[src/rtl/trig_pulse_gen_pkg.sv]
// Shared definitions for the trigger pulse generator: FSM state encoding,
// the start condition, and a small constant helper for sizing the phase counter.
package trig_pulse_gen_pkg;

   // FSM state encoding.
   //   IDLE : no pulse in flight, pulse_out low, busy low.
   //   HIGH : pulse_out high for HIGH_CYCLES cycles.
   //   LOW  : guaranteed low gap of LOW_CYCLES cycles after each pulse.
   //
   // Start condition (evaluated every cycle):
   //   start = (state == IDLE || (state == LOW && on its last cycle))
   //           && (trig_in || pend_cnt != 0)
   // A start from the last LOW cycle goes straight to HIGH, so back-to-back
   // pulses have a period of exactly HIGH_CYCLES + LOW_CYCLES.
   typedef enum logic [1:0] {
      IDLE = 2'd0,
      HIGH = 2'd1,
      LOW  = 2'd2
   } state_e;

   // Larger of two integers; used at elaboration time to size the phase counter.
   function automatic int max_int(input int a, input int b);
      return (a > b) ? a : b;
   endfunction

endpackage

[src/rtl/trig_pulse_gen_sat_counter.sv]
// Saturating up/down counter holding the queue of pending pulse requests.
// An increment and a decrement in the same cycle cancel out. An increment
// at full scale without a decrement is dropped and flagged on sat_drop
// (combinational, same cycle as the dropped request).
module sat_counter
   import trig_pulse_gen_pkg::*;
#(
   parameter int W = 3
) (
   input  logic         clk,
   input  logic         rst,
   input  logic         inc,
   input  logic         dec,
   output logic [W-1:0] count,
   output logic         sat_drop
);

   localparam logic [W-1:0] CNT_MAX = '1;

   logic [W-1:0] count_q;
   logic [W-1:0] count_d;

   // Next count: net change of inc - dec, clamped at both ends.
   always_comb begin
      // NOTE: defaults first so every path assigns every output; a missing
      // branch would otherwise infer a latch.
      count_d  = count_q;
      sat_drop = 1'b0;
      if (inc && !dec) begin
         if (count_q == CNT_MAX) begin
            sat_drop = 1'b1;
         end else begin
            count_d = count_q + 1'b1;
         end
      end else if (!inc && dec && (count_q != '0)) begin
         count_d = count_q - 1'b1;
      end
   end

   // Count register with synchronous reset discarding all queued requests.
   always_ff @(posedge clk) begin
      // NOTE: non-blocking assignments so every flop samples pre-edge values;
      // blocking here would create order-dependent simulation races.
      if (rst) begin
         count_q <= '0;
      end else begin
         count_q <= count_d;
      end
   end

   assign count = count_q;

endmodule

[src/rtl/trig_pulse_gen.sv]
// Trigger-to-pulse generator. Each accepted request yields one fixed-width
// high pulse followed by a guaranteed low gap; requests arriving while a
// pulse is in flight are queued in a saturating counter and replayed.
module trig_pulse_gen
   import trig_pulse_gen_pkg::*;
#(
   parameter int HIGH_CYCLES = 4,
   parameter int LOW_CYCLES  = 4,
   parameter int PEND_W      = 3
) (
   input  logic              clk,
   input  logic              rst,
   input  logic              trig_in,
   output logic              pulse_out,
   output logic              busy,
   output logic [PEND_W-1:0] pend_cnt,
   output logic              overflow
);

   localparam int PH_W = $clog2(max_int(HIGH_CYCLES, LOW_CYCLES) + 1);
   localparam logic [PH_W-1:0] HIGH_LAST = PH_W'(HIGH_CYCLES - 1);
   localparam logic [PH_W-1:0] LOW_LAST  = PH_W'(LOW_CYCLES - 1);

   state_e            state_q, state_d;
   logic [PH_W-1:0]   phase_q, phase_d;
   logic              pulse_out_q, pulse_out_d;
   logic              busy_q, busy_d;
   logic              overflow_q, overflow_d;
   logic              low_last;
   logic              start;
   logic              sat_drop;

   // Pending-request queue: each trig_in adds one, each start consumes one.
   sat_counter #(
      .W (PEND_W)
   ) u_pend (
      .clk      (clk),
      .rst      (rst),
      .inc      (trig_in),
      .dec      (start),
      .count    (pend_cnt),
      .sat_drop (sat_drop)
   );

   // Next-state, phase count and registered-output values.
   always_comb begin
      state_d     = state_q;
      phase_d     = phase_q;
      low_last    = (state_q == LOW) && (phase_q == LOW_LAST);
      start       = ((state_q == IDLE) || low_last) && (trig_in || (pend_cnt != '0));

      case (state_q)
         IDLE: begin
            if (start) begin
               state_d = HIGH;
               phase_d = '0;
            end
         end
         HIGH: begin
            if (phase_q == HIGH_LAST) begin
               state_d = LOW;
               phase_d = '0;
            end else begin
               phase_d = phase_q + 1'b1;
            end
         end
         LOW: begin
            if (low_last) begin
               state_d = start ? HIGH : IDLE;
               phase_d = '0;
            end else begin
               phase_d = phase_q + 1'b1;
            end
         end
         default: begin
            state_d = IDLE;
            phase_d = '0;
         end
      endcase

      // Outputs are registered copies of the upcoming state, so they line
      // up exactly with the state register.
      pulse_out_d = (state_d == HIGH);
      busy_d      = (state_d != IDLE);
      overflow_d  = sat_drop;
   end

   // State, phase and output registers; reset truncates any pulse in flight.
   always_ff @(posedge clk) begin
      if (rst) begin
         state_q     <= IDLE;
         phase_q     <= '0;
         pulse_out_q <= 1'b0;
         busy_q      <= 1'b0;
         overflow_q  <= 1'b0;
      end else begin
         state_q     <= state_d;
         phase_q     <= phase_d;
         pulse_out_q <= pulse_out_d;
         busy_q      <= busy_d;
         overflow_q  <= overflow_d;
      end
   end

   assign pulse_out = pulse_out_q;
   assign busy      = busy_q;
   assign overflow  = overflow_q;

endmodule

[config.mk]
export PLATFORM = sky130hd
export DESIGN_NAME = trig_pulse_gen
export DESIGN_NICKNAME = d
export VERILOG_FILES = /design/src/rtl/trig_pulse_gen_pkg.sv /design/src/rtl/trig_pulse_gen_sat_counter.sv /design/src/rtl/trig_pulse_gen.sv
export SDC_FILE = /design/constraint.sdc
export NUM_CORES = 1
export LEC_CHECK = 0
export ABC_AREA = 0
export ABC_CLOCK_PERIOD_IN_PS = 6300
export CAP_MARGIN = 20
export CORE_MARGIN = 2
export CORE_UTILIZATION = 35
export DETAILED_ROUTE_END_ITERATION = 6
export GPL_TIMING_DRIVEN = 0
export PLACE_DENSITY = 0.61
export SLEW_MARGIN = 20
export SYNTH_ARGS = -nofsm -noshare
export SYNTH_HDL_FRONTEND = slang
export SYNTH_SLANG_ARGS = --single-unit
[constraint.sdc]
create_clock -name clk -period 6.3 [get_ports clk]
set_clock_uncertainty 0.1 [all_clocks]
set_input_delay 0.63 -clock clk [delete_from_list [all_inputs] [get_ports clk]]
set_output_delay 0.63 -clock clk [all_outputs]
set_load 0.1 [all_outputs]
Yosys cells after proc, flatten, opt, wreduce, memory -nomap -nowiden
Cells that the tools add are included.
- flip-flop bits (word level): 11
- add/sub/neg operators: 3
- equal/unequal tests: 7
- muxes and demuxes: 13
- bitwise logic cells: 1
- reduce and logical (&&, ||, !) cells: 15
- operators by type and width (kind ; count):
    3-bit two-way mux ; 6
    3-bit case mux with 3 select lines ; 1
    3-bit by 1-bit adder with 3-bit output (second input constant) ; 2
    2-bit two-way mux ; 3
    2-bit case mux with 3 select lines ; 1
    1-bit logical AND ; 5
    2-bit by 1-bit equality test with 1-bit output (second input constant) ; 2
    2-bit nonzero test ; 2
    3-bit by 2-bit equality test with 1-bit output (second input constant) ; 1
    3-bit equality test (second input constant) ; 1
    3-bit nonzero test ; 1
    3-bit by 1-bit subtractor with 3-bit output (second input constant) ; 1
    2-bit equality test (second input constant) ; 1
    1-bit logical NOT ; 2
    2-bit logical NOT ; 1
    1-bit logical OR ; 2
    1-bit two-way mux ; 2
    2-bit by 1-bit inequality test with 1-bit output (second input constant) ; 1
    2-bit inequality test (second input constant) ; 1
    2-bit AND reduction ; 1
    2-bit OR reduction ; 1
    1-bit NOT ; 1

Longest topological paths before layout
Gate-level depths: netlist (run 1).
- depth in word-level cells: 8
- depth in mapped cells: 9
- mapped depth without buffers: 9

Modules after synthesis
A second synthesis (run 1) with hierarchy kept.
- cell total of the unflattened synthesis: 83
- area total of the unflattened synthesis: 713.2 um^2
- by module, submodules not included (module ; times used ; cells an instance ; area an instance (um^2) ; sequential area each (um^2)):
    trig_pulse_gen ; 1 ; 51 ; 451.7 ; 160.2
    sat_counter ; 1 ; 32 ; 261.5 ; 60.1

Worst setup path after synthesis (run 1)
No wires, ideal clock.
- path kind: register to register
- from: register phase_q[0]
- to: register u_pend.count_q[2], in the netlist u_pend.count[2]
- arrival: 2.225 ns
- data required time: 6.066 ns
- slack: 3.842 ns
- stages on the path, launching flop included: 9
- path buffers: 0
- path through: dfxtp_1 > ha_1 > ha_1 > a21oi_2 > nand2_1 > fa_1 > o311ai_0 > nand3b_1 > o2111ai_1
- longest elaborated chain between the ends: 8
- ends and longest elaborated chain (element ; RTL line ; RTL):
    from (decl) ; trig_pulse_gen.sv:25 ; logic [PH_W-1:0] phase_q, phase_d;
    from (signal assigned) ; trig_pulse_gen.sv:98 ; phase_q <= phase_d;
    3-bit by 2-bit equality test with 1-bit output (*) ; trig_pulse_gen.sv:49 ; low_last = (state_q == LOW) && (phase_q == LOW_LAST);
    1-bit logical AND (*) ; trig_pulse_gen.sv:49 ;
    1-bit logical OR (*) ; trig_pulse_gen.sv:50 ; start = ((state_q == IDLE) || low_last) && (trig_in || (pend_cnt != '0));
    1-bit logical AND (*) ; trig_pulse_gen.sv:50 ;
    1-bit logical NOT or 1-bit logical AND (tied branches) ; trig_pulse_gen_sat_counter.sv:29, trig_pulse_gen_sat_counter.sv:35 ;
    1-bit logical AND (on tied branches) ; trig_pulse_gen_sat_counter.sv:29, trig_pulse_gen_sat_counter.sv:35 ;
    2-bit inequality test (no source line) or 2-bit nonzero test (tied branches) ; -- ;
    2-bit AND reduction (no source line) ; -- ;
    to (signal assigned) ; trig_pulse_gen_sat_counter.sv:47 ; count_q <= count_d;
    to (decl) ; trig_pulse_gen_sat_counter.sv:20 ; logic [W-1:0] count_q;
Mark *: on every way between the ends. The rest lies on a longest branch, timed or not.
A chain may end at the register's enable or synchronous reset.

Worst setup path in the final report (run 1)
Ends and elaborated chain as after synthesis.

==> results.yml, run 1 <==
sta:
  tightest_slew_ns: 0.965
  worst_hold_slack_ns: 0.366
  finalMaxSlewViolations: 0
  min_period_ns: 2.83
  unrepaired_setup_endpoints_after_global_routing: "false"
  hold_viol: 0
  layout_worst_path_cycle_share_pct: 45.0
  setup_slack_ns: 3.47
  max_slew_margin_pct: 35.5
  max_freq_mhz: 353
  setup_viol: 0
  finalSetupTns_ns: 0
placement:
  dp_hpwl_um: 1140
  routabilityCongestion: 0.758
  pre_cts_slack_ns: 3.52
  placed_cells: 120
  io_buffers: 6
die:
  coreArea_mm2: 0.00215
  die_width_um: 51.1
  boundaryPins: 9
  starting_density_of_the_core_pct: 36.2
  die-height_um: 51.1
  floorplan.rows: 17
  die_area_mm2: 0.00261
critical_path:
  cp.required_ns: 6.34
  timing_worst_setup_path_type: "reg2reg"
  critical_path_arrival_ns: 2.87
  timing.reg2reg.worst_path_depth: 8
  cp-start-kind: "flop"
  critPathMaxFanout: 10
  cp-end-kind: "flop"
global_routing:
  grt_overflow_total: 0
  grt_antenna_before_repair: 0
  grt_util_all_layers_pct: 15.0
  wire_length_of_the_first_global_routing_pass_um: 2950
  grt_max_degree: 11
  grt_pass1_vias: 669
min_path:
  hold-path-cell-count: 2
  worst_hold_path_class: "reg2reg"
yosys:
  yosysSeqAreaShare_pct: 28.3
  synth_warnings: 0
  postSynthCellCount: 86
  post_synthesis_net_count: 97
  synth-seq-cells: 11
  synthDominantAreaCellType: "dfxtp_1"
  number_of_different_library_cells_in_the_post_synthesis_netlist: 38
  synth.top_cells.by_area: "dfxtp_1 28%, ha_1 11%, a21oi_1 4.5%"
  synth.cell_area_um2: 777
  synth.avg_cell_area_um2: 9.03
  netlist.area_leader.share_pct: 28.3
drt:
  post-route-drc-count: 0
  num_vias: 669
  route.detailed.vias_per_inst: 5.40
  route.final.wire_length_um: 1580
  antenna_left: 0
  detailed_router_s_first_iteration_violation_count: 14
  avgRoutedWirePerCell_um: 12.8
  detailed_routing_iteration_count_for_the_pre_antenna_repair_pass: 4
cts:
  cts.clk_slew.worst_paths_ns: 0.07
  holdBufCountCts: 0
  cts.path.max_buffers: 2
  htree_levels: 1
  worstSkewPairLatency_ns: 0.27
  post_cts_resize_count: 0
  cts-buffers-inserted: 3
  tritoncts_num_sinks: 11
  cts_setup_buffers: 0
  cts_root_buf: "clkbuf_4"
  cts_tree: "yes"
finish:
  drive_above_1_share_pct: 15.6
  layout.cells.most_common: "dfxtp_1"
  fin_cells: 124
  final_util_pct: 41.8
  mostFrequentLayoutCells: "11 x dfxtp_1, 8 x inv_1, 7 x a21oi_1, 7 x nand2_1, 7 x ha_1"
  num_antenna_cells: 0
  filler_cell_count: 237
  design.final.nets: 108
  area_growth_syn_to_fin_pct: 15.6
run:
  number_of_violations_of_the_max_capacitance_limit: 0
power_and_ir_drop:
  power_leakage_nw: 0.332
  vdd_drop_max_v: 0.000249
  power_density_mw_per_mm2: 429
status:
  outcome: "finished clean"
## area by class of cell
type | instances | area (µm²) | share of cell area, %
repair buffers | 6 | 60.1 | 6.69
well taps | 28 | 35.0 | 3.90
clock buffers | 4 | 26.3 | 2.92
flip-flops and latches | 11 | 220 | 24.5
multi-input cells | 63 | 500 | 55.7
inverters | 8 | 30.0 | 3.34
plain buffers | 4 | 26.3 | 2.92
## synthesized netlist by cell type (all sizes together)
cell type and count:
dfxtp 11, a21oi 8, inv 8, ha 7, nand2 7, nand3b 5
buf 4, nor2 4, o21ai 4, a2111oi 2, a31oi 2, nand3 2
nand4 2, nor3 2, a211oi 1, a21o 1, a22o 1, a32o 1
fa 1, mux2i 1, nand4b 1, nor3b 1, o2111ai 1, o211ai 1
o21ba 1, o311ai 1, o31ai 1, or2 1, or3 1, or3b 1
or4 1, xnor2 1
## worst paths after layout
kind / slack (ns) / endpoint / startpoint
worst max-delay path: 3.47 / u_pend.count[2] / phase_q[0]
worst max register to register: 3.47 / u_pend.count[2] / phase_q[0]
worst min-delay path: 0.37 / phase_q[1] / phase_q[1]
worst min register to register: 0.37 / phase_q[1] / phase_q[1]
## flip-flops by register name (all words and copies together) (netlist names)
name	count
overflow	1
u_pend.count	3
pulse_out	1
state_q	2
busy	1
phase_q	3
## stage by stage
step / power (mW) / cell area [µm²]
final: 0.386 / 898
after global placement: 0.338 / 872
after global routing: 0.416 / 898
after floorplan: 0.294 / 777
after CTS: 0.391 / 898
after detailed placement: 0.340 / 872
## report_power, final
part           internal, mW  switching, mW  total [mW]  leakage [nW]
combinational        0.0759          0.156       0.232         0.227
sequential           0.0844         0.0208       0.105        0.0902
clock                0.0245         0.0239      0.0483        0.0150
## routing by layer
layer | vias up | global-route usage, % | share of wire [%]
met3 | 4 | 1.75 | 2.2
li1 | 338 | - | -
met2 | 14 | 23.8 | 47
met1 | 313 | 19.7 | 49
met5 | - | 0 | 0
met4 | 0 | 8.11 | 2.5
## cells by family after synthesis
group,count (synthesis),share of synthesized area (%)
adders and majority gates,8,13.8
buffers and inverters,12,7.25
and+or+nand+nor,28,23.4
xor gates and xnor gates,1,1.13
muxes,1,1.29
AOI/OAI and AO/OA,25,24.8
DFF,11,28.3
## worst max-delay path, stage by stage (launching register included)
cell	delay (ns)
dfxtp_1	0.33
ha_1	0.22
ha_1	0.27
a21oi_2	0.42
nand2_1	0.16
fa_1	0.46
o311ai_0	0.46
nand3b_1	0.17
o2111ai_1	0.11
No activity file was read; power rests on OpenSTA's default activity.
==> run 2, diff against run 1 <==
--- a/config.mk
+++ b/config.mk
@@ -6,13 +6,13 @@
 export NUM_CORES = 1
 export LEC_CHECK = 0
 export ABC_AREA = 0
-export ABC_CLOCK_PERIOD_IN_PS = 6300
+export ABC_CLOCK_PERIOD_IN_PS = 2600
 export CAP_MARGIN = 20
 export CORE_MARGIN = 2
 export CORE_UTILIZATION = 35
 export DETAILED_ROUTE_END_ITERATION = 6
 export GPL_TIMING_DRIVEN = 0
-export PLACE_DENSITY = 0.61
+export PLACE_DENSITY = 0.63
 export SLEW_MARGIN = 20
 export SYNTH_ARGS = -nofsm -noshare
 export SYNTH_HDL_FRONTEND = slang
==> constraint.sdc (replaced) <==
create_clock -name clk -period 2.6 [get_ports clk]
set_clock_uncertainty 0.1 [all_clocks]
set_input_delay 0.26 -clock clk [delete_from_list [all_inputs] [get_ports clk]]
set_output_delay 0.26 -clock clk [all_outputs]
set_load 0.1 [all_outputs]
==> results.yml, run 2 (same netlist as run 1, synthesis figures left out) <==
critical_path:
  critical_path_arrival_ns: 2.52
  critical_path.max_stage_delay_ns: 0.47
  cpMostUsedCell: "ha_1"
  cp-start-kind: "flop"
  cpMaxStageDelayCell: "fa_1"
  critical-path-top-delay-family: "adder cells"
  crit_chain: "ha_1, ha_1, a21oi_4, nand2_1, fa_1, o311ai_2, nand3b_1, o2111ai_1"
  cp-end-kind: "flop"
  cp.required_ns: 2.65
  timing_worst_setup_path_type: "reg2reg"
  path_buf_inv: 0
  critPathMaxFanout: 6
placement:
  routabilityCongestion: 0.731
  dp_hpwl_um: 1120
  place_area_um2: 872
  io_buffers: 6
die:
  die_width_um: 51.1
  die-height_um: 51.1
  coreArea_mm2: 0.00215
  floorplan.rows: 17
  boundaryPins: 9
  starting_density_of_the_core_pct: 36.2
  die_area_mm2: 0.00261
status:
  outcome: "finished clean"
min_path:
  worst_hold_path_class: "in2reg"
cts:
  cts-buffers-inserted: 3
  cts_tree: "yes"
  cts.clk_slew.worst_paths_ns: 0.07
  tritoncts_num_sinks: 11
  cts.path.max_buffers: 2
  htree_levels: 1
  worstSkewPairLatency_ns: 0.27
  cts_root_buf: "clkbuf_4"
power_and_ir_drop:
  power_leakage_nw: 0.349
  power_density_mw_per_mm2: 1040
  vdd_drop_max_v: 0.000730
global_routing:
  grt_max_degree: 11
  grt_pass1_vias: 629
  wire_length_of_the_first_global_routing_pass_um: 2750
  grt_util_all_layers_pct: 14.3
  grt_antenna_before_repair: 0
  grt_overflow_total: 0
drt:
  avgRoutedWirePerCell_um: 12.5
  detailed_routing_iteration_count_for_the_pre_antenna_repair_pass: 4
  num_vias: 660
  detailed_router_s_first_iteration_violation_count: 9
  route.final.wire_length_um: 1590
  post-route-drc-count: 0
  route.detailed.vias_per_inst: 5.20
  antenna_left: 0
finish:
  final_util_pct: 43.6
  layout.cells.most_common: "dfxtp_1"
  mostFrequentLayoutCells: "11 x dfxtp_1, 8 x inv_1, 7 x a21oi_1, 7 x nand2_1, 7 x ha_1"
  drive_above_1_share_pct: 19.2
  design.final.nets: 111
  area_growth_syn_to_fin_pct: 20.5
  stdcell_area_um2: 936
  num_antenna_cells: 0
  filler_cell_count: 227
sta:
  finalSetupTns_ns: 0
  max_slew_margin_pct: 35.3
  max_freq_mhz: 404
  finalMaxSlewViolations: 0
  setup_viol: 0
  tightest_slew_ns: 0.967
  min_period_ns: 2.47
  hold_viol: 0
  layout_worst_path_cycle_share_pct: 95.1
run:
  number_of_violations_of_the_max_capacitance_limit: 0
[run 2: cell count changes in the layout (fill, tap and decap cells not counted), sizes merged]
| cell | before | now |
|---|---|---|
| buf | 4 | 7 |
[run 2: final cells by class]
| cell class | instances | area (µm²) | area share, % |
|---|---|---|---|
| plain buffers | 4 | 26.3 | 2.81 |
| multi-input cells | 63 | 515 | 55.1 |
| clock buffers | 4 | 26.3 | 2.81 |
| repair buffers | 9 | 82.6 | 8.82 |
| well taps | 28 | 35.0 | 3.74 |
| inverters | 8 | 30.0 | 3.21 |
| flip-flops and latches | 11 | 220 | 23.5 |
[run 2: repair_timing]
| item | CTS | global route |
|---|---|---|
| gates resized for setup | 2 | 1 |
| setup endpoints to repair | 1 | 1 |
| endpoints found under the hold margin | 0 | 0 |
| buffers inserted | 0 | 3 |
| hold buffers | 0 | 0 |
| pin swaps | 1 | 1 |
[run 2: metal layers]
layer | vias to the layer above | global-route usage, % | wire length, µm
li1 | 341 | - | -
met1 | 306 | 18.8 | 791
met2 | 9 | 21.9 | 735
met3 | 4 | 3.51 | 44
met4 | 0 | 6.76 | 17
met5 | - | 0 | 0
[run 2: worst reg2reg max path, delay by kind of cell (launching register included)]
family	cells	cell delay, ns
and+or+nand+nor	2	0.28
DFF	1	0.33
AOI/OAI and AO/OA	3	0.66
adders and majority gates	3	0.98
[run 2: report_power, final]
group / total (mW) / switching, mW / internal (mW)
sequential: 0.258 / 0.0534 / 0.205
combinational: 0.597 / 0.391 / 0.206
clock: 0.119 / 0.0595 / 0.0594
[run 2: through the flow]
step / cells / hold WS (ns) / setup slack [ns] / total power, mW
6_report: 127 / 0.192 / 0.127 / 0.974
5_1_grt: 127 / 0.195 / -0.0147 / 1.04
4_1_cts: 124 / 0.187 / 0.00422 / 0.953
3_5_place_dp: 120 / 0.352 / -0.180 / 0.825
3_3_place_gp: 120 / 0.346 / -0.115 / 0.819
2_1_floorplan: 86 / 0.336 / 0.142 / 0.713
[run 2: worst paths after layout]
path	startpoint	endpoint	slack, ns	cells after the start
max	phase_q[0]	u_pend.count[2]	0.13	8
min	rst	phase_q[2]	0.19	2
max reg2reg	phase_q[0]	u_pend.count[2]	0.13	8
min reg2reg	phase_q[1]	phase_q[1]	0.36	2
